<file path="src/rtl/key_control_pkg.sv">
// Shared constants and helpers for the key_control push-button front end.
// Holds debounce sizing, rate-select encodings and the rate step function.
package key_control_pkg;

    localparam int DB_CYCLES_DEFAULT = 1000000;
    localparam int CNT_W             = 20;
    localparam int NUM_KEYS          = 3;

    localparam int KEY_SPEED = 0;
    localparam int KEY_RUN   = 1;
    localparam int KEY_LOAD  = 2;

    // Rate-select encodings understood by the downstream rate divider.
    typedef enum logic [1:0] {
        FREQ_MAX = 2'b00,
        FREQ_1S  = 2'b01,
        FREQ_2S  = 2'b10,
        FREQ_4S  = 2'b11
    } freq_e;

    localparam freq_e FREQ_RST = FREQ_1S;

    function automatic freq_e freq_step(input freq_e cur);
        case (cur)
            FREQ_1S:  return FREQ_2S;
            FREQ_2S:  return FREQ_4S;
            FREQ_4S:  return FREQ_MAX;
            FREQ_MAX: return FREQ_1S;
            default:  return FREQ_RST;
        endcase
    endfunction

endpackage

</file>
<file path="src/rtl/key_control_if.sv">
// Button/switch inputs and rate-divider/counter control outputs of key_control.
interface key_control_if;

    logic [2:0] key_n;
    logic [3:0] sw_value;
    logic [1:0] frequency;
    logic       enable;
    logic       par_load;
    logic [3:0] load;

    modport master (
        output key_n,
        output sw_value,
        input  frequency,
        input  enable,
        input  par_load,
        input  load
    );

    modport slave (
        input  key_n,
        input  sw_value,
        output frequency,
        output enable,
        output par_load,
        output load
    );

endinterface

</file>
<file path="src/rtl/key_control_debouncer.sv">
// One push-button channel: 2-flop synchronizer, hold-time debouncer and a
// registered one-cycle press pulse on each debounced 1->0 transition.
module key_debouncer
    import key_control_pkg::*;
#(
    parameter int DB_CYCLES = DB_CYCLES_DEFAULT
) (
    input  logic clk,
    input  logic reset_n,
    input  logic key_n,
    output logic press
);

    localparam logic [CNT_W-1:0] CNT_LAST = CNT_W'(DB_CYCLES - 1);
    localparam logic [CNT_W-1:0] CNT_ZERO = {CNT_W{1'b0}};
    localparam logic [CNT_W-1:0] CNT_ONE  = CNT_W'(1);

    logic [1:0]       sync_r;
    logic             stable_r;
    logic [CNT_W-1:0] cnt_r;
    logic             press_r;

    logic             stable_next_s;
    logic [CNT_W-1:0] cnt_next_s;
    logic             press_next_s;

    // Debounce decision: any return to the stable level restarts the hold time.
    always_comb begin
        stable_next_s = stable_r;
        cnt_next_s    = CNT_ZERO;
        press_next_s  = 1'b0;
        if (sync_r[1] == stable_r) begin
            cnt_next_s = CNT_ZERO;
        end else if (cnt_r == CNT_LAST) begin
            stable_next_s = sync_r[1];
            cnt_next_s    = CNT_ZERO;
            press_next_s  = ~sync_r[1];
        end else begin
            cnt_next_s = cnt_r + CNT_ONE;
        end
    end

    // Synchronizer, stable level, hold counter and press pulse registers.
    always_ff @(posedge clk or negedge reset_n) begin
        if (!reset_n) begin
            sync_r   <= 2'b11;
            stable_r <= 1'b1;
            cnt_r    <= CNT_ZERO;
            press_r  <= 1'b0;
        end else begin
            sync_r   <= {sync_r[0], key_n};
            stable_r <= stable_next_s;
            cnt_r    <= cnt_next_s;
            press_r  <= press_next_s;
        end
    end

    assign press = press_r;

endmodule

</file>
<file path="src/rtl/key_control.sv">
// Three debounced push-buttons driving rate select, run enable and a
// parallel-load strobe/value for a downstream counter.
module key_control
    import key_control_pkg::*;
#(
    parameter int DB_CYCLES = DB_CYCLES_DEFAULT
) (
    input  logic          clk,
    input  logic          reset_n,
    key_control_if.slave  bus
);

    logic [NUM_KEYS-1:0] press_s;

    freq_e      frequency_r;
    logic       enable_r;
    logic       par_load_r;
    logic [3:0] load_r;

    freq_e      frequency_next_s;
    logic       enable_next_s;
    logic       par_load_next_s;
    logic [3:0] load_next_s;

    for (genvar k = 0; k < NUM_KEYS; k++) begin : g_key
        key_debouncer #(
            .DB_CYCLES (DB_CYCLES)
        ) u_debouncer (
            .clk     (clk),
            .reset_n (reset_n),
            .key_n   (bus.key_n[k]),
            .press   (press_s[k])
        );
    end

    // Each key acts on its own register so simultaneous presses all land together.
    always_comb begin
        frequency_next_s = frequency_r;
        enable_next_s    = enable_r;
        load_next_s      = load_r;
        par_load_next_s  = 1'b0;
        if (press_s[KEY_SPEED]) begin
            frequency_next_s = freq_step(frequency_r);
        end else begin
            frequency_next_s = frequency_r;
        end
        if (press_s[KEY_RUN]) begin
            enable_next_s = ~enable_r;
        end else begin
            enable_next_s = enable_r;
        end
        if (press_s[KEY_LOAD]) begin
            load_next_s     = bus.sw_value;
            par_load_next_s = 1'b1;
        end else begin
            load_next_s     = load_r;
            par_load_next_s = 1'b0;
        end
    end

    // Action registers feeding the rate divider and counter.
    always_ff @(posedge clk or negedge reset_n) begin
        if (!reset_n) begin
            frequency_r <= FREQ_RST;
            enable_r    <= 1'b0;
            par_load_r  <= 1'b0;
            load_r      <= 4'b0000;
        end else begin
            frequency_r <= frequency_next_s;
            enable_r    <= enable_next_s;
            par_load_r  <= par_load_next_s;
            load_r      <= load_next_s;
        end
    end

    assign bus.frequency = frequency_r;
    assign bus.enable    = enable_r;
    assign bus.par_load  = par_load_r;
    assign bus.load      = load_r;

endmodule

</file>
<file path="src/flat_wrapper.sv">
// flat-port wrapper written by rule: the top's interface ports become plain ports
module key_control_flat import key_control_pkg::*;
#(
    parameter int DB_CYCLES = DB_CYCLES_DEFAULT
)
  (clk, reset_n, bus_key_n, bus_sw_value, bus_frequency, bus_enable, bus_par_load, bus_load);
  key_control_if bus_i ();
  input  logic clk;
  input  logic reset_n;
  input wire logic [$bits(bus_i.key_n)-1:0] bus_key_n;
  input wire logic [$bits(bus_i.sw_value)-1:0] bus_sw_value;
  output wire logic [$bits(bus_i.frequency)-1:0] bus_frequency;
  output wire logic [$bits(bus_i.enable)-1:0] bus_enable;
  output wire logic [$bits(bus_i.par_load)-1:0] bus_par_load;
  output wire logic [$bits(bus_i.load)-1:0] bus_load;
  assign bus_i.key_n = bus_key_n;
  assign bus_i.sw_value = bus_sw_value;
  assign bus_frequency = bus_i.frequency;
  assign bus_enable = bus_i.enable;
  assign bus_par_load = bus_i.par_load;
  assign bus_load = bus_i.load;
  key_control #(.DB_CYCLES(DB_CYCLES)) u_core (.clk(clk), .reset_n(reset_n), .bus(bus_i));
endmodule
</file>
<file path="config.mk">
export PLATFORM = sky130hd
export DESIGN_NAME = key_control_flat
export DESIGN_NICKNAME = d
export VERILOG_FILES = /design/src/rtl/key_control_pkg.sv /design/src/rtl/key_control_if.sv /design/src/rtl/key_control_debouncer.sv /design/src/rtl/key_control.sv /design/src/flat_wrapper.sv
export SDC_FILE = /design/constraint.sdc
export NUM_CORES = 1
export LEC_CHECK = 0
export CORE_ASPECT_RATIO = 0.9
export CORE_MARGIN = 2
export CORE_UTILIZATION = 46
export DETAILED_ROUTE_END_ITERATION = 10
export DONT_BUFFER_PORTS = 1
export GPL_TIMING_DRIVEN = 0
export PLACE_DENSITY = 0.59
export SETUP_SLACK_MARGIN = 0.02
export SLEW_MARGIN = 10
export SYNTH_ARGS = -nofsm -noshare
export SYNTH_HDL_FRONTEND = slang
export SYNTH_HIERARCHICAL = 1
export SYNTH_SLANG_ARGS = --single-unit
export TNS_END_PERCENT = 5
</file>
<file path="constraint.sdc">
create_clock -name clk -period 5.3 [get_ports clk]
set_input_delay 0.265 -clock clk [delete_from_list [all_inputs] [get_ports clk]]
set_output_delay 0.265 -clock clk [all_outputs]
set_load 0.02 [all_outputs]
</file>
; Word level (Yosys, flattened, before mapping)
; Cells that the tools add are included.
[totals]
register_bits = 80
inputBits = 9
output_inout_bits = 8
wordCells = 53
[classes]
n_addsub = 3
n_eq_ne = 9
mux = 14
bitwise = 7
n_reduce_logical = 4
[ops]
columns = operator, n
row1 = 20-bit 2-to-1 mux, 6
row2 = 20-bit by 1-bit adder with 20-bit output (second input constant), 3
row3 = 20-bit == test (second input constant), 3
row4 = 2-bit one-hot mux with 4 select lines, 1
row5 = 1-bit 2-to-1 mux, 7
row6 = 1-bit NOT, 7
row7 = 2-bit AND reduction, 3
row8 = 2-bit == test (second input constant), 2
row9 = 1-bit == test, 3
row10 = 2-bit by 1-bit == test with 1-bit output (second input constant), 1
row11 = 2-bit zero test, 1

; Longest topological paths before layout
; Gate-level depths: netlist of the first run.
[depth]
depth_word = 3
depth_mapped = 6
mapped_depth_nobuf = 5

; By module
; Netlist of the first run, hierarchy kept.
[modules_own_cells]
columns = mod, n_inst, cells_per_inst, area_per_inst_um2, seq_area_each_um2
row1 = key_debouncer, 3, 116, 1139.8, 604.3
row2 = key_control, 1, 21, 306.5, 201.4

; Worst setup path after synthesis of the first run
; No wires, ideal clock.
[synth_path]
path_kind = register to register
startpoint = register u_core.g_key[0].u_debouncer.cnt_r[0]
endpoint = register u_core.g_key[0].u_debouncer.cnt_r[18]
arrival_time_ps = 1897
slack_ps = 3325
path_stages_with_launch = 7
path_buffers = 1
period_less_slack_ps = 1975
path_cell_list = dfrtp_1 ha_1 nand2_1 or4_1 buf_2 or4_1 a21oi_1
[synth_between]
elab_chain_len = 3
elab_cells_between_ends = 4
cone_classes = add/sub (1) / eq/ne (1) / mux (2)
[synth_lines]
columns = item, line
row1 = from (decl), key_control_debouncer.sv:20  ; logic [CNT_W-1:0] cnt_r;
row2 = from (signal assigned), key_control_debouncer.sv:53  ; cnt_r <= cnt_next_s;
row3 = 20-bit by 1-bit adder with 20-bit output or 20-bit == test (tied branches), "key_control_debouncer.sv:39, key_control_debouncer.sv:34"
row4 = 20-bit 2-to-1 mux *, key_control_debouncer.sv:34  ; end else if (cnt_r == CNT_LAST) begin
row5 = 20-bit 2-to-1 mux *, key_control_debouncer.sv:32  ; if (sync_r[1] == stable_r) begin
row6 = named net u_core.g_key[0].u_debouncer.cnt_next_s[18], key_control_debouncer.sv:24  ; logic [CNT_W-1:0] cnt_next_s;
; Mark *: on every way through the listed nets, which the timed path passes. The rest lies on a longest branch.
; A chain may end at the register's enable or synchronous reset.

; Final worst setup path of the first run
[layout_path]
startpoint = register u_core.g_key[2].u_debouncer.cnt_r[0]
endpoint = register u_core.g_key[2].u_debouncer.cnt_r[18]
[layout_between]
elab_chain_len = 3
elab_cells_between_ends = 4
cone_classes = add/sub (1) / eq/ne (1) / mux (2)
[layout_lines]
columns = item, line
row1 = from (decl), key_control_debouncer.sv:20
row2 = from (signal assigned), key_control_debouncer.sv:53
row3 = 20-bit by 1-bit adder with 20-bit output or 20-bit == test (tied branches), "key_control_debouncer.sv:39, key_control_debouncer.sv:34"
row4 = 20-bit 2-to-1 mux *, key_control_debouncer.sv:34
row5 = 20-bit 2-to-1 mux *, key_control_debouncer.sv:32
row6 = named net u_core.g_key[2].u_debouncer.cnt_next_s[18], key_control_debouncer.sv:24
; Marked as above.

==> results of run 1 <==
[state kept, by name (all words and copies together) (netlist names)]
| signal | flops |
|---|---|
| u_core/bus.enable | 1 |
| u_core/g_key.u_debouncer/cnt_r | 60 |
| u_core/bus.par_load | 1 |
| u_core/g_key.u_debouncer/stable_r | 3 |
| u_core/g_key.u_debouncer/sync_r | 6 |
| u_core/g_key.u_debouncer/press | 3 |
| u_core/bus.load | 4 |
| u_core/bus.frequency | 2 |
[worst min-delay path by stage]
stage                                            endpoint  slack (ns)             from  cells after the start
CTS                                    u_core/bus.load[0]        0.05  bus_sw_value[0]                      1
detailed placement  u_core/g_key[0].u_debouncer/cnt_r[19]       -0.03          reset_n                      0
global placement    u_core/g_key[0].u_debouncer/cnt_r[19]       -0.03          reset_n                      0
finish                                 u_core/bus.load[3]        0.07  bus_sw_value[3]                      1
global route                           u_core/bus.load[0]        0.04  bus_sw_value[0]                      1
floorplan                               u_core/bus.enable       -0.03          reset_n                      0
[placed cells by master (no fill, tap or decap), drive strengths merged, types with 10 or more instances in the layout]
| master | instances |
|---|---|
| dfstp | 10 |
| a21oi | 24 |
| nor2 | 45 |
| or4 | 15 |
| inv | 20 |
| clkbuf | 23 |
| nand2 | 13 |
| dfrtp | 70 |
| xnor2 | 18 |
| nand3 | 27 |
| or3 | 15 |
| o21ai | 21 |
| xor2 | 16 |
[metal layers]
| layer | share of wire (%) | routed length [um] | GRT usage (%) | up-vias |
|---|---|---|---|---|
| met3 | 2.4 | 153 | 4.926 | 6 |
| li1 | - | - | - | 1325 |
| met2 | 47 | 3002 | 25.55 | 16 |
| met5 | 0 | 0 | 0 | - |
| met1 | 50 | 3189 | 20.16 | 1258 |
| met4 | 0.92 | 59 | 4.110 | 0 |
[cell type report]
| cell class | count | area (um2) |
|---|---|---|
| repair buffers | 5 | 67.56 |
| fillers | 713 | 3804 |
| clock buffers | 11 | 151.4 |
| multi-input cells | 254 | 1577 |
| clock inverters | 5 | 78.83 |
| flip-flops and latches | 80 | 2014 |
| plain buffers | 15 | 60.06 |
| inverters | 20 | 75.07 |
| well taps | 99 | 123.9 |
[through the flow]
stage,worst slack (ns),hold WS (ns),utilization [%],instances,total power [uW]
final,3.137,0.07375,52.16,489,1166
after global placement,3.167,-0.02685,48.42,468,660.0
after CTS,3.126,0.04832,52.16,489,1190
after global routing,3.018,0.04389,52.16,489,1219
after floorplan,3.325,-0.03059,-,369,654.0
after detailed placement,3.141,-0.02685,48.42,468,660.4
[report_power, final]
part | internal (uW) | switching (uW) | total [uW]
clock network | 290 | 212 | 502
logic | 11.0 | 25.2 | 36.1
registers | 620 | 8.24 | 628
[repair_timing]
action                                 4_1_cts  5_1_grt
hold buffers                                 5        0
resized for setup                            0        0
endpoints found under the hold margin       83        0
[kinds of logic (layout without fill, tap and decap cells)]
kind of cell    Yosys count  in the layout  share of synthesized area, %
simple gates            154            154                         22.67
flops                    80             80                         54.06
compound gates           54             54                         7.858
buf+inv                  35             56                         3.626
xor+xnor                 34             34                         7.992
mux                       7              7                         2.116
fa+ha+maj                 5              5                         1.679
[worst reg2reg max path, delay by kind of cell, from the launching register on]
kind,cells,cell delay (ns)
AND/OR/NAND/NOR,3,1.08
flip-flops,1,0.42
adder cells (fa/ha/maj),1,0.25
buffers and inverters,1,0.17
AO/OA/AOI/OAI,1,0.16
==> impl_metrics.py, run 1 <==
metrics = {
    "setup_path": {
        "r2r.worst_path.cells": 6,
        "worst-path-max-fanout": 8,
        "setup.worst_path.start_class": "flop",
        "critical_path.most_common_cell": "sky130_fd_sc_hd__or4_1",
        "regToRegStartpoint": "u_core/g_key[2].u_debouncer/cnt_r[0]",
        "timing.critical_path.from": "u_core/g_key[2].u_debouncer/cnt_r[0]",
        "regToRegSetupSlack_ns": 3.14,
        "crit_chain": "ha_1 > nand2_1 > or4_1 > buf_2 > or4_1 > a21oi_1",
        "cp.buffers_inverters": 1,
        "slowest_delay_ns": 0.50,
        "critical_path.top_delay_family": "simple AND/OR/NAND/NOR gates",
        "worst_ep_arrival_time_ns": 2.43,
        "worst-setup-path-type": "reg2reg",
        "slowest_stage": "sky130_fd_sc_hd__or4_1",
        "number_of_cells_on_the_critical_path": 6,
        "r2r-end": "u_core/g_key[2].u_debouncer/cnt_r[18]",
        "timing.critical_path.to_type": "flop",
        "crit_path_to": "u_core/g_key[2].u_debouncer/cnt_r[18]",
        "timing.critical_path.required_ns": 5.56,
    },
    "synth": {
        "ys_top_cells_by_area": "sky130_fd_sc_hd__dfrtp_1, sky130_fd_sc_hd__dfstp_2, sky130_fd_sc_hd__nor2_1",
        "seq_area_frac_synth_pct": 54.06,
        "synthMostInstantiatedCell": "sky130_fd_sc_hd__dfrtp_1",
        "synth.ff_latch_count": 80,
        "mean_syn_cell_area_um2": 10.10,
        "synth_cell_types": 28,
        "synth_enable_flop_cells": 0,
        "synthesis.nets": 383,
        "synthesis.yosys.warnings": 6,
        "synth_area_um2": 3726,
        "synth_commonest_cells": "sky130_fd_sc_hd__dfrtp_1, sky130_fd_sc_hd__nor2_1, sky130_fd_sc_hd__a21oi_1, sky130_fd_sc_hd__nand3_1, sky130_fd_sc_hd__o21ai_0",
        "postSynthCellCount": 369,
        "yosysTopAreaCell": "sky130_fd_sc_hd__dfrtp_1",
        "synth_largest_type_area_fraction_pct": 47.01,
        "asyncSetResetFlopFracSynth_pct": 100.0,
        "synth-main-ff-cell": "sky130_fd_sc_hd__dfrtp_1",
    },
    "routing": {
        "num_vias": 2605,
        "antenna_violating_nets_post_route": 0,
        "dr.first_iter.drc_count": 160,
        "drt-vias-per-instance": 5.327,
        "remaining_drc_errors": 0,
        "wire_per_inst_um": 13.10,
        "drtPass1Iterations": 4,
        "wl_um": 6404,
    },
    "floorplanning": {
        "die-height_um": 89.38,
        "io-pin-count": 17,
        "core-area_um2": 7951,
        "rows": 31,
        "floorplan.initialDensity_pct": 46.86,
        "die_area_um2": 8837,
        "die-width_um": 98.87,
    },
    "cells_and_area": {
        "final_area_um2": 4148,
        "num-nets-final": 399,
        "layout-drive-gt1-share_pct": 14.10,
        "antenna_cells": 0,
        "area_growth_pct": 11.32,
    },
    "run": {
        "max_cap_violations": 0,
    },
    "sta": {
        "finalHoldViolCount": 0,
        "period_minus_slack_ns": 2.163,
        "timing.clock.skew_ns": 0.006626,
        "worst_slew_pin_slew_ns": 0.5191,
        "final.period_utilization_pct": 40.80,
        "fin_setup_tns_ns": 0,
        "slew_headroom_pct": 65.39,
        "grt_setup_unrepaired": "no",
        "final_max_slew_viol_count": 0,
        "report.final.setup_viol": 0,
        "maxClockFrequency_mhz": 462.4,
    },
    "clock_network": {
        "number_of_buffers_created_by_cts": 9,
        "clock-root-buffer": "sky130_fd_sc_hd__clkbuf_8",
        "cts_setup_buffers": 0,
        "htree_num_levels": 3,
        "path_clk_slew_ns": 0.08,
        "clock-sinks": 80,
        "cts.path.max_buffers": 2,
        "clock_latency_ns": 0.34,
        "tritoncts": "built",
    },
    "global_routing": {
        "first_global_vias": 2501,
        "grt_overflow": 0,
        "antenna_found_initial": 0,
        "groute.usage.overall_pct": 15.53,
        "grt_pass1_wl_um": 11060,
        "grt_max_degree": 81,
    },
    "power": {
        "leakagePower_uw": 0.001632,
        "cellPowerDensity_nw_per_um2": 281.1,
        "worst_ir_drop_vdd_mv": 0.1397,
    },
    "place": {
        "gpl.final_weighted_congestion": 0.7320,
        "postPlaceCellArea_um2": 3850,
        "portBuffers": 0,
        "place.detailed.hpwl_um": 4268,
    },
    "run_status": {
        "status": "finished clean",
    },
    "hold_path": {
        "hold_path.class": "in2reg",
    },
}
No activity file was read; power rests on OpenSTA's default activity.
==> run 2, diff against run 1 <==
--- a/config.mk
+++ b/config.mk
@@ -5,13 +5,14 @@
 export SDC_FILE = /design/constraint.sdc
 export NUM_CORES = 1
 export LEC_CHECK = 0
+export ABC_AREA = 1
 export CORE_ASPECT_RATIO = 0.9
 export CORE_MARGIN = 2
 export CORE_UTILIZATION = 46
 export DETAILED_ROUTE_END_ITERATION = 10
 export DONT_BUFFER_PORTS = 1
 export GPL_TIMING_DRIVEN = 0
-export PLACE_DENSITY = 0.59
+export PLACE_DENSITY = 0.61
 export SETUP_SLACK_MARGIN = 0.02
 export SLEW_MARGIN = 10
 export SYNTH_ARGS = -nofsm -noshare
==> constraint.sdc (replaced) <==
create_clock -name clk -period 1.8 [get_ports clk]
set_input_delay 0.09 -clock clk [delete_from_list [all_inputs] [get_ports clk]]
set_output_delay 0.09 -clock clk [all_outputs]
set_load 0.02 [all_outputs]
==> impl_metrics.py, run 2 <==
metrics = {
    "cells_and_area": {
        "layout_commonest_cell": "sky130_fd_sc_hd__nor2_1",
        "layout-drive-gt1-share_pct": 19.18,
        "final_cells": 680,
        "fillCellCount": 904,
        "register_area_um2": 2014,
        "num-nets-final": 567,
        "final_area_um2": 4837,
        "largest_register": "u_core/g_key.u_debouncer/cnt_r",
        "most-common-layout-cells": "sky130_fd_sc_hd__nor2_1, sky130_fd_sc_hd__nand2_1, sky130_fd_sc_hd__dfrtp_1",
        "antenna_cells": 0,
        "area_growth_pct": 9.055,
        "largest_reg_flops": 60,
        "multiInputGateArea_um2": 2170,
    },
    "clock_network": {
        "cts.path.max_buffers": 2,
        "clock_latency_ns": 0.35,
        "cts_setup_buffers": 0,
        "ctsHoldBuffers": 7,
        "tritoncts": "built",
        "clock-sinks": 80,
        "htree_num_levels": 3,
        "number_of_buffers_created_by_cts": 9,
        "clock-root-buffer": "sky130_fd_sc_hd__clkbuf_8",
        "post_cts_resized": 0,
        "path_clk_slew_ns": 0.09,
    },
    "place": {
        "dp.cells": 657,
        "gpl.final_weighted_congestion": 0.8991,
        "postPlaceCellArea_um2": 4588,
        "place.detailed.hpwl_um": 6218,
        "portBuffers": 0,
    },
    "routing": {
        "num_vias": 3365,
        "dr.first_iter.drc_count": 139,
        "drt-vias-per-instance": 4.949,
        "remaining_drc_errors": 0,
        "antenna_violating_nets_post_route": 0,
        "wl_um": 8500,
        "wire_per_inst_um": 12.50,
        "drtPass1Iterations": 4,
    },
    "global_routing": {
        "first_global_vias": 3289,
        "grt_max_degree": 81,
        "grt_pass1_wl_um": 15170,
        "groute.usage.overall_pct": 18.09,
        "antenna_found_initial": 0,
        "grt_overflow": 0,
    },
    "sta": {
        "grt_setup_unrepaired": "no",
        "report.final.setup_viol": 0,
        "fin_setup_tns_ns": 0,
        "fin_worst_hold_slack_ns": -0.5801,
        "timing.clock.skew_ns": 0.008806,
        "worst_slew_pin_slew_ns": 0.4000,
        "maxClockFrequency_mhz": 674.9,
        "slew_headroom_pct": 73.31,
        "final.period_utilization_pct": 82.32,
        "final_max_slew_viol_count": 0,
        "period_minus_slack_ns": 1.482,
        "finalHoldViolCount": 80,
    },
    "floorplanning": {
        "die-height_um": 97.16,
        "die-width_um": 107.5,
        "core-area_um2": 9249,
        "floorplan.initialDensity_pct": 47.96,
        "die_area_um2": 10440,
        "io-pin-count": 17,
        "rows": 33,
    },
    "hold_path": {
        "hold_path.class": "in2async",
    },
    "synth": {
        "synthMostInstantiatedCell": "sky130_fd_sc_hd__nor2_1",
        "synth-main-ff-cell": "sky130_fd_sc_hd__dfrtp_1",
        "synthesis.nets": 549,
        "synth-compound-area-share_pct": 3.639,
        "muxShareOfSynthArea_pct": 0,
        "synth_largest_type_area_fraction_pct": 39.49,
        "xor_xnor_share_of_the_synthesized_area_pct": 6.629,
        "synth.ff_latch_count": 80,
        "postSynthCellCount": 535,
        "synth_enable_flop_cells": 0,
        "mean_syn_cell_area_um2": 8.291,
        "synth_top_family_by_area": "simple AND/OR/NAND/NOR gates",
        "synth_cell_types": 26,
        "yosys.area_share.adder_pct": 1.410,
        "ys_top_cells_by_area": "sky130_fd_sc_hd__dfrtp_1, sky130_fd_sc_hd__nor2_1, sky130_fd_sc_hd__nand2_1",
        "synth_commonest_cells": "sky130_fd_sc_hd__nor2_1, sky130_fd_sc_hd__nand2_1, sky130_fd_sc_hd__dfrtp_1",
        "seq_area_frac_synth_pct": 45.42,
        "asyncSetResetFlopFracSynth_pct": 100.0,
        "yosysTopAreaCell": "sky130_fd_sc_hd__dfrtp_1",
        "simple_logic_cell_fraction_of_the_synthesized_area_pct": 37.24,
        "synth_area_um2": 4436,
        "synthesis.yosys.warnings": 6,
    },
    "power": {
        "worst_ir_drop_vdd_mv": 0.4790,
        "leakagePower_uw": 0.002204,
        "cellPowerDensity_nw_per_um2": 654.4,
        "design_power_total_uw": 3166,
    },
    "setup_path": {
        "crit_chain": "ha_1 > nand3_2 > nor2_4 > nand3_2 > nand2_2 > nor2_1",
        "worst_ep_arrival_time_ns": 1.72,
        "critical_path.most_common_cell": "sky130_fd_sc_hd__nand3_2",
        "setup.worst_path.start_class": "flop",
        "worst-setup-path-type": "reg2reg",
        "timing.critical_path.required_ns": 2.04,
        "slowest_stage": "sky130_fd_sc_hd__dfrtp_1",
        "slowest_delay_ns": 0.37,
        "timing.critical_path.to_type": "flop",
        "worst-path-max-fanout": 7,
    },
    "run_status": {
        "status": "finished with violations",
        "violations": "hold timing",
    },
    "run": {
        "max_cap_violations": 0,
    },
}
run 2: worst max-delay path, delay by kind of cell (launching register included):
family	cells	cell delay (ns)
AND/OR/NAND/NOR	5	0.78
adder cells (fa/ha/maj)	1	0.22
flip-flops	1	0.37
run 2: cell type report:
type,count,share of cell area (%)
Clock inverter,7,1.138
Multi-Input combinational cell,388,44.85
Inverter,67,5.199
Clock buffer,9,2.561
Sequential cell,80,41.65
Tap cell,122,3.156
Timing Repair Buffer,7,1.449
run 2: metrics by stage:
step           utilization (%)  hold WS, ns  worst slack, ns
2_1_floorplan                -      -0.2056           0.5744
3_3_place_gp             49.61      -0.2033           0.3392
3_5_place_dp             49.61      -0.2034           0.3151
4_1_cts                  52.30      -0.6018           0.3067
5_1_grt                  52.30      -0.6171           0.1842
6_report                 52.30      -0.5801           0.3182
run 2: path summary, 6_finish.rpt:
kind                                                       startpoint                                     to  slack [ns]  depth (start not counted)
worst min register to register  u_core/g_key[0].u_debouncer/sync_r[0]  u_core/g_key[0].u_debouncer/sync_r[1]        0.36                          0
worst min-delay path                                          reset_n   u_core/g_key[0].u_debouncer/cnt_r[9]       -0.58                          0
min in group clk                                         bus_key_n[0]  u_core/g_key[0].u_debouncer/sync_r[0]        0.27                          1
worst max register to register   u_core/g_key[2].u_debouncer/cnt_r[0]   u_core/g_key[2].u_debouncer/cnt_r[5]        0.32                          6
worst max-delay path             u_core/g_key[2].u_debouncer/cnt_r[0]   u_core/g_key[2].u_debouncer/cnt_r[5]        0.32                          6
max in group asynchronous                                     reset_n  u_core/g_key[2].u_debouncer/sync_r[0]        2.17                          0
run 2: power by group:
part | internal (uW) | switching, uW
registers | 1820 | 17.7
clock network | 518 | 722
logic | 33.5 | 49.3
run 2: cell families (layout without fill, tap and decap cells):
group | after synthesis | in the layout
buffers and inverters | 67 | 90
and+or+nand+nor | 325 | 325
DFF | 80 | 80
xor gates and xnor gates | 31 | 31
AOI/OAI and AO/OA | 27 | 27
adders and majority gates | 5 | 5
run 2: metal layers:
metal | vias up | track usage (%) | part of all wire [%]
met1 | 1601 | 25.10 | 49
met3 | 7 | 4.091 | 3.4
met5 | - | 0 | 0
met2 | 50 | 28.50 | 46
met4 | 0 | 4.832 | 0.92
li1 | 1707 | - | -
==> run 3, diff against run 2 <==
--- a/config.mk
+++ b/config.mk
@@ -5,7 +5,7 @@
 export SDC_FILE = /design/constraint.sdc
 export NUM_CORES = 1
 export LEC_CHECK = 0
-export ABC_AREA = 1
+export ABC_AREA = 0
 export CORE_ASPECT_RATIO = 0.9
 export CORE_MARGIN = 2
 export CORE_UTILIZATION = 46
==> constraint.sdc (replaced) <==
create_clock -name clk -period 1.3 [get_ports clk]
set_input_delay 0.065 -clock clk [delete_from_list [all_inputs] [get_ports clk]]
set_output_delay 0.065 -clock clk [all_outputs]
set_load 0.02 [all_outputs]
==> impl_metrics.py, run 3 (same netlist as run 1, synthesis figures left out) <==
metrics = {
    "floorplanning": {
        "die_area_um2": 8837,
        "die-height_um": 89.38,
        "rows": 31,
        "io-pin-count": 17,
        "core-area_um2": 7951,
        "floorplan.initialDensity_pct": 46.86,
        "die-width_um": 98.87,
    },
    "sta": {
        "maxClockFrequency_mhz": 518.5,
        "period_minus_slack_ns": 1.929,
        "fin_worst_hold_slack_ns": -0.5916,
        "final_max_slew_viol_count": 0,
        "finalHoldViolCount": 80,
        "final_critical_path_setup_slack_ns": -0.6287,
        "grt_setup_unrepaired": "yes",
        "final.period_utilization_pct": 148.4,
        "report.final.setup_viol": 66,
        "slew_headroom_pct": 78.66,
        "timing.clock.skew_ns": 0.007802,
        "worst_slew_pin_slew_ns": 0.3172,
    },
    "clock_network": {
        "clock-root-buffer": "sky130_fd_sc_hd__clkbuf_8",
        "tritoncts": "built",
        "htree_num_levels": 3,
        "number_of_buffers_created_by_cts": 9,
        "ctsHoldBuffers": 7,
        "clock_latency_ns": 0.34,
        "clock-sinks": 80,
        "cts.path.max_buffers": 2,
        "path_clk_slew_ns": 0.08,
    },
    "cells_and_area": {
        "fin_util_pct": 58.87,
        "num-nets-final": 432,
        "largest_register": "u_core/g_key.u_debouncer/cnt_r",
        "area_growth_pct": 25.62,
        "most-common-layout-cells": "sky130_fd_sc_hd__dfrtp_1, sky130_fd_sc_hd__nor2_1, sky130_fd_sc_hd__buf_4",
        "antenna_cells": 0,
        "layout-drive-gt1-share_pct": 33.10,
        "layout_commonest_cell": "sky130_fd_sc_hd__dfrtp_1",
        "largest_reg_flops": 60,
    },
    "run_status": {
        "status": "finished with violations",
        "violations": "hold timing, setup timing",
    },
    "routing": {
        "antenna_violating_nets_post_route": 0,
        "num_vias": 2827,
        "dr.first_iter.drc_count": 74,
        "wl_um": 7284,
        "drtPass1Iterations": 4,
        "wire_per_inst_um": 13.95,
        "drt-vias-per-instance": 5.416,
        "remaining_drc_errors": 0,
    },
    "setup_path": {
        "timing.critical_path.to_type": "flop",
        "setup.worst_path.start_class": "flop",
        "worst-path-max-fanout": 8,
        "worst_ep_arrival_time_ns": 2.20,
        "worst-setup-path-type": "reg2reg",
        "timing.critical_path.required_ns": 1.57,
    },
    "power": {
        "power_switching_share_pct": 21.98,
        "cellPowerDensity_nw_per_um2": 976.6,
        "power.share.sequential_pct": 56.0,
        "power.net_switching_uw": 1005,
        "p_int_uw": 3567,
        "leakagePower_uw": 0.001890,
        "worst_ir_drop_vdd_mv": 0.6703,
        "comb_power_share_pct": 4.1,
        "design_power_total_uw": 4571,
        "power.clock.fraction_pct": 39.9,
    },
    "place": {
        "place.detailed.hpwl_um": 4289,
        "portBuffers": 0,
        "gpl.final_weighted_congestion": 0.8339,
        "post-place-ws_ns": -0.7030,
    },
    "global_routing": {
        "first_global_vias": 2592,
        "grt_overflow": 0,
        "grt_pass1_wl_um": 12030,
        "grt_max_degree": 81,
        "antenna_found_initial": 0,
        "groute.usage.overall_pct": 17.04,
    },
    "run": {
        "max_cap_violations": 0,
    },
    "hold_path": {
        "hold_path.class": "in2async",
    },
}
run 3: changes by cell type in the layout (fill, tap and decap cells not counted), moves of 8 or more:
cell	before	now
sky130_fd_sc_hd__nor2_4	18	0
sky130_fd_sc_hd__buf_4	0	34
sky130_fd_sc_hd__nor2_2	9	0
sky130_fd_sc_hd__inv_1	58	19
sky130_fd_sc_hd__o31ai_1	0	9
sky130_fd_sc_hd__nand2_2	18	0
sky130_fd_sc_hd__or4_4	0	10
sky130_fd_sc_hd__o21ai_0	6	15
sky130_fd_sc_hd__a21oi_1	6	17
sky130_fd_sc_hd__nor2_1	108	45
sky130_fd_sc_hd__inv_2	9	1
sky130_fd_sc_hd__nand3_1	39	17
sky130_fd_sc_hd__nand2_1	94	10
run 3: repair_timing:
item / CTS / global route
endpoints found under the setup margin: 66 / 67
gates resized for setup: 50 / 39
hold endpoints to repair: 87 / 80
pin swaps: 37 / 17
buffers inserted: 25 / 7
gates cloned: 0 / 0
run 3: path summary, 6_finish.rpt:
check | startpoint | end | slack [ns] | cells after the start
max reg2reg | u_core/g_key[0].u_debouncer/cnt_r[4] | u_core/g_key[0].u_debouncer/cnt_r[18] | -0.63 | 5
min | reset_n | u_core/g_key[1].u_debouncer/cnt_r[17] | -0.59 | 0
min in group clk | bus_key_n[0] | u_core/g_key[0].u_debouncer/sync_r[0] | 0.26 | 1
max in group asynchronous | reset_n | u_core/g_key[0].u_debouncer/sync_r[0] | 1.69 | 0
min reg2reg | u_core/g_key[0].u_debouncer/sync_r[0] | u_core/g_key[0].u_debouncer/sync_r[1] | 0.36 | 0
max | u_core/g_key[0].u_debouncer/cnt_r[4] | u_core/g_key[0].u_debouncer/cnt_r[18] | -0.63 | 5
run 3: per-stage QoR:
stage / hold slack [ns] / cell area, um2 / TNS [ns] / cells
after floorplan: -0.2306 / 3771 / -18.54 / 369
after global routing: -0.6243 / 4681 / -27.16 / 522
after global placement: -0.2274 / 3895 / -33.55 / 468
after CTS: -0.6200 / 4508 / -22.07 / 516
final: -0.5916 / 4681 / -20.96 / 522
after detailed placement: -0.2278 / 3895 / -35.53 / 468
run 3: power groups by stage:
stage / Clock, uW / Sequential, uW / Combinational, uW
after floorplan: 0 / 2610 / 72.9
after global placement: 0 / 2620 / 91.0
after detailed placement: 0 / 2620 / 93.7
after CTS: 1910 / 2560 / 169
after global routing: 1990 / 2570 / 213
final: 1820 / 2560 / 188
run 3: final cells by class:
| class | count | area (um2) |
|---|---|---|
| clock inverter | 5 | 56.30 |
| clock buffer | 11 | 141.4 |
| inverter | 20 | 75.07 |
| buffer | 14 | 141.4 |
| multi-input combinational | 254 | 1809 |
| tap | 99 | 123.9 |
| timing repair buffer | 39 | 310.3 |
| sequential | 80 | 2023 |
| fill | 642 | 3271 |
run 3: routing by layer:
layer	global-route usage (%)	up-vias	share of wire [%]
li1	-	1390	-
met1	22.29	1413	47
met2	28.01	16	50
met3	4.222	8	2.0
met4	5.978	0	1.2
met5	0	-	0
run 3: critical path, cell delays in order, from the launching register on:
cell                      delay, ns
sky130_fd_sc_hd__dfrtp_1       0.41
sky130_fd_sc_hd__nand3_4       0.11
sky130_fd_sc_hd__or4_4         0.55
sky130_fd_sc_hd__buf_6         0.15
sky130_fd_sc_hd__or4_4         0.51
sky130_fd_sc_hd__a21oi_2       0.13
